### src/rtl/rf_wb_scheduler.sv
// Write-back arbiter and pending-write scoreboard for the 32x32 register file.
// Define RF_WB_RR_EN for round-robin arbitration (default: MEM over ALU).
module rf_wb_scheduler #(
  parameter int XLEN = 32,
  parameter int NREG = 32
) (
  input  logic            clk,
  input  logic            rst,
  input  logic            alu_valid,
  input  logic [4:0]      alu_rd,
  input  logic [XLEN-1:0] alu_data,
  output logic            alu_ready,
  input  logic            mem_valid,
  input  logic [4:0]      mem_rd,
  input  logic [XLEN-1:0] mem_data,
  output logic            mem_ready,
  input  logic            mark_en,
  input  logic [4:0]      mark_rd,
  input  logic [4:0]      q_a1,
  input  logic [4:0]      q_a2,
  output logic            busy_a1,
  output logic            busy_a2,
  output logic            wb_we,
  output logic [4:0]      wb_addr,
  output logic [XLEN-1:0] wb_data,
  output logic            sb_err
);

  logic [NREG-1:0] busy_q, busy_d;
  logic            wb_we_q, wb_we_d;
  logic [4:0]      wb_addr_q, wb_addr_d;
  logic [XLEN-1:0] wb_data_q, wb_data_d;
  logic            sb_err_q, sb_err_d;
  logic [31:0]     busy_ext, busy_nx;
  logic            acc;
  logic [4:0]      acc_rd;
  logic [XLEN-1:0] acc_data;

`ifdef RF_WB_RR_EN
  logic rr_alu_q, rr_alu_d;

  // rr_alu_q=1: ALU wins the next conflict
  assign mem_ready = rst && mem_valid
                     && (!alu_valid || !rr_alu_q);
  assign alu_ready = rst && alu_valid
                     && (!mem_valid || rr_alu_q);

  always_comb begin
    rr_alu_d = rr_alu_q;
    if (mem_ready)      rr_alu_d = 1'b1;
    else if (alu_ready) rr_alu_d = 1'b0;
  end
`else
  assign mem_ready = rst && mem_valid;
  assign alu_ready = rst && alu_valid && !mem_valid;
`endif

  assign acc      = mem_ready || alu_ready;
  assign acc_rd   = mem_ready ? mem_rd : alu_rd;
  assign acc_data = mem_ready ? mem_data : alu_data;
  assign busy_ext = 32'(busy_q);

  always_comb begin
    wb_we_d   = acc && (acc_rd != 5'd0);
    wb_addr_d = wb_addr_q;
    wb_data_d = wb_data_q;
    if (acc) begin
      wb_addr_d = acc_rd;
      wb_data_d = acc_data;
    end
  end

  // Retire clears, then a same-edge mark re-sets
  always_comb begin
    busy_nx = busy_ext;
    if (wb_we_q) busy_nx[wb_addr_q] = 1'b0;
    if (mark_en && mark_rd != 5'd0)
      busy_nx[mark_rd] = 1'b1;
    busy_nx[0] = 1'b0;
    busy_d = busy_nx[NREG-1:0];
  end

  always_comb begin
    sb_err_d = sb_err_q;
    if (wb_we_q && wb_addr_q != 5'd0
        && !busy_ext[wb_addr_q]
        && !(mark_en && mark_rd == wb_addr_q))
      sb_err_d = 1'b1;
  end

  always_ff @(posedge clk) begin
    if (!rst) begin
      busy_q    <= '0;
      wb_we_q   <= 1'b0;
      wb_addr_q <= 5'd0;
      wb_data_q <= '0;
      sb_err_q  <= 1'b0;
`ifdef RF_WB_RR_EN
      rr_alu_q  <= 1'b1;
`endif
    end else begin
      busy_q    <= busy_d;
      wb_we_q   <= wb_we_d;
      wb_addr_q <= wb_addr_d;
      wb_data_q <= wb_data_d;
      sb_err_q  <= sb_err_d;
`ifdef RF_WB_RR_EN
      rr_alu_q  <= rr_alu_d;
`endif
    end
  end

  assign busy_a1 = rst && busy_ext[q_a1];
  assign busy_a2 = rst && busy_ext[q_a2];
  assign wb_we   = wb_we_q;
  assign wb_addr = wb_addr_q;
  assign wb_data = wb_data_q;
  assign sb_err  = sb_err_q;

endmodule

### config.mk
export PLATFORM = sky130hd
export DESIGN_NAME = rf_wb_scheduler
export DESIGN_NICKNAME = d
export VERILOG_FILES = /design/src/rtl/rf_wb_scheduler.sv
export SDC_FILE = /design/constraint.sdc
export NUM_CORES = 1
export LEC_CHECK = 0
export BUFFER_PORTS_ARGS = -buffer_cell sky130_fd_sc_hd__buf_2
export CAP_MARGIN = 20
export CORE_UTILIZATION = 45
export CTS_CLUSTER_SIZE = 12
export DETAILED_ROUTE_END_ITERATION = 7
export GPL_ROUTABILITY_DRIVEN = 1
export PLACE_DENSITY = 0.73
export SYNTH_ARGS = -nofsm -noshare
export SYNTH_HDL_FRONTEND = slang
export SYNTH_SLANG_ARGS = --single-unit
### constraint.sdc
create_clock -name clk -period 2.6 [get_ports clk]
set_input_delay 0.52 -clock clk [delete_from_list [all_inputs] [get_ports clk]]
set_output_delay 0.52 -clock clk [all_outputs]
set_load 0.02 [all_outputs]
==> results.yml <==
setup_path:
  reg2reg_to: "sb_err"
  end_kind: "primary output"
  path_cells: "buf_2, mux4_2, mux2_2, o2111ai_1, o21ai_1, buf_2"
  start_kind: "input pin"
  crit_family: "multiplexers"
  r2r_cells: 5
  cp_num_buf_inv: 2
  reg2reg_slack_ns: 0.70
  crit_arrival_ns: 1.94
  critPathMaxFanout: 8
  critPathSlowestCell: "mux4_2"
  crit_type: "input pin to primary output"
  critPathMaxStageDelay_ns: 0.53
  r2r_start: "wb_addr[1]"
  crit_required_ns: 2.08
  cp_common_cell: "buf_2"
  startpoint: "q_a1[0]"
drt:
  wl_per_cell_um: 17.1
  routed_via_density: 5.74
  ant_nets: 0
  first_iter_violations: 289
  drc: 0
  num_vias: 4052
  drt_wl_total_um: 12100
  dr.pass1.iters: 7
placement:
  io_buffers: 136
  hpwl_um: 8890
  placed_cells: 690
  gp_congestion: 0.952
min_path:
  holdCritPathClass: "input pin to register"
  whs_endpoint: "wb_we"
  holdCritStartpoint: "mem_rd[2]"
  whs_path_depth: 3
clock_tree:
  clock_path_buffers: 2
  cts_buffers: 9
  tritoncts: "built"
  post_cts_buffers: 0
  htreeDepth: 3
  cts.sink_count: 70
  cts.repair.resized: 0
  hold_buffers: 0
  clockRootBuffer: "clkbuf_8"
  clock_latency_ns: 0.35
  clkTransAtPathRegs_ns: 0.07
logic_synthesis:
  synth_cells: 469
  synth_xor_area_frac: 0.0107
  synth_top_family_by_area: "multiplexers"
  syn-num-nets: 563
  synth_compound_area_frac: 0.178
  ys_seq_area_frac: 0.343
  yosys.area_share.simple: 0.190
  yosys.area_share.adder: 0
  syn_avg_cell_area_um2: 8.71
  ys_seq_elements: 70
  yosys_warnings: 0
  muxShareOfSynthArea: 0.231
  syn_area_um2: 4080
  synth.distinct_cells: 40
floorplanning:
  fp.dieW_um: 97.3
  ios: 137
  dieArea_um2: 9460
  coreArea_um2: 8760
  fp.dieH_um: 97.3
  num_rows: 34
  start_util: 0.466
sta:
  drv_slew: 0
  rsz0062_at_grt: "false"
  tightest_slew_ns: 0.821
  fin_skew_ns: 0.0122
  maxSlewHeadroom: 0.451
  tns_ns: 0
  finalHoldViolations: 0
  fin_crit_sh: 0.948
  period_needed_ns: 2.46
  fmax_mhz: 406
  finalSetupViolations: 0
layout:
  final_common_cell: "buf_2"
  final_nets: 687
  final_cell_mix: "buf_2 (136), nand2_1 (80), o21ai_0 (72)"
  fin_cells: 706
  area_growth_pct: 23.9
  drive_gt1_frac: 0.313
  diodes: 0
  fin_util: 0.577
flow_run:
  cap_violations: 0
pwr:
  ir_drop_v: 0.000329
  powerDensity_nw_per_um2: 518
  cellLeakagePower_nw: 2.21
grt:
  grt_pass1_wl_um: 19000
  grt_usage: 0.254
  antenna_found_initial: 0
  grt_max_degree: 40
  grt_pass1_vias: 3971
  globalRouteOverflowTotal: 0
outcome:
  status: "finished clean"
[area by class of cell]
| cell class | instances | area, um^2 |
|---|---|---|
| Fill cell | 816 | 3710 |
| Timing Repair Buffer | 150 | 786 |
| Inverter | 6 | 22.5 |
| Multi-Input combinational cell | 356 | 2490 |
| Sequential cell | 70 | 1400 |
| Clock inverter | 5 | 82.6 |
| Tap cell | 108 | 135 |
| Clock buffer | 11 | 141 |
[where the power goes]
part           internal [mW]  total, mW  switching, mW
sequential              1.12       1.17         0.0514
combinational          0.208      0.455          0.247
clock                  0.569      0.994          0.425
total                   1.90       2.62          0.724
[through the flow]
| stage | worst slack [ns] | power, mW | cell area, um^2 | hold slack (ns) |
|---|---|---|---|---|
| floorplan | 0.245 | 1.47 | 4080 | 0.469 |
| global placement | 0.166 | 1.64 | 4830 | 0.461 |
| detailed placement | 0.128 | 1.65 | 4830 | 0.462 |
| CTS | 0.127 | 2.63 | 5060 | 0.459 |
| global route | 0.0387 | 2.72 | 5060 | 0.466 |
| finish | 0.136 | 2.62 | 5060 | 0.470 |
[tightest hold or removal path, delay by kind of cell]
| family | cells | cell delay [ns] |
|---|---|---|
| and+or+nand+nor | 1 | 0.04 |
| AOI/OAI and AO/OA | 1 | 0.13 |
| buffers and inverters | 1 | 0.09 |
[metal layers]
metal  wire [um]  GRT usage  share of wire
met1        4780      0.304           0.40
met2        5860      0.424           0.49
met3        1080     0.0691          0.089
met4         340      0.117          0.028
met5           0          0              0
[registers in the layout, indices dropped and copies added (netlist names)]
register and cells:
busy_ext 31, wb_we 1, wb_addr 5, sb_err 1
wb_data 32
[worst max-delay path by stage]
stage                     cells after the start      end
after floorplan                               5  busy_a1
after CTS                                     6  busy_a1
after global placement                        6  busy_a1
final                                         6  busy_a1
after detailed placement                      6  busy_a1
after global routing                          6  busy_a2
[synthesized netlist by cell type]
| cell | count | area share |
|---|---|---|
| o311ai_0 | 2 | 0.0043 |
| a21oi_1 | 8 | 0.0098 |
| buf_2 | 10 | 0.012 |
| mux2i_1 | 50 | 0.12 |
| and3_1 | 2 | 0.0031 |
| or3b_1 | 1 | 0.0021 |
| dfxtp_1 | 70 | 0.34 |
| o2111ai_1 | 4 | 0.0086 |
| and3b_1 | 2 | 0.0043 |
| nand2_1 | 80 | 0.074 |
| xor2_1 | 4 | 0.0086 |
| or4b_1 | 1 | 0.0025 |
| xnor2_1 | 1 | 0.0021 |
| o21ai_0 | 72 | 0.088 |
| nor4_1 | 2 | 0.0031 |
| nor2_1 | 6 | 0.0055 |
| buf_6 | 1 | 0.0028 |
| and2_1 | 37 | 0.057 |
| o31ai_1 | 1 | 0.0018 |
| or3b_2 | 1 | 0.0021 |
| a21boi_0 | 25 | 0.046 |
| o21ai_1 | 3 | 0.0037 |
| mux2_2 | 5 | 0.014 |
| o22ai_1 | 1 | 0.0015 |
| inv_1 | 6 | 0.0055 |
| buf_4 | 3 | 0.0055 |
| or3_1 | 2 | 0.0031 |
| mux4_1 | 1 | 0.0064 |
| a21boi_1 | 6 | 0.011 |
| mux4_2 | 16 | 0.088 |
| buf_1 | 2 | 0.0018 |
| nand3b_1 | 5 | 0.0092 |
| nor2b_1 | 1 | 0.0015 |
| nor3_1 | 4 | 0.0049 |
| clkbuf_1 | 21 | 0.019 |
| nor3b_1 | 4 | 0.0074 |
| a31oi_1 | 2 | 0.0031 |
| or4_1 | 3 | 0.0055 |
| nand2b_1 | 1 | 0.0015 |
| nand3_1 | 3 | 0.0037 |
[cell families after synthesis]
logic type	Yosys count
compound gates	124
mux	72
flops	70
buf+inv	43
xor+xnor	5
simple gates	155
(Power assumes the default switching activity.)
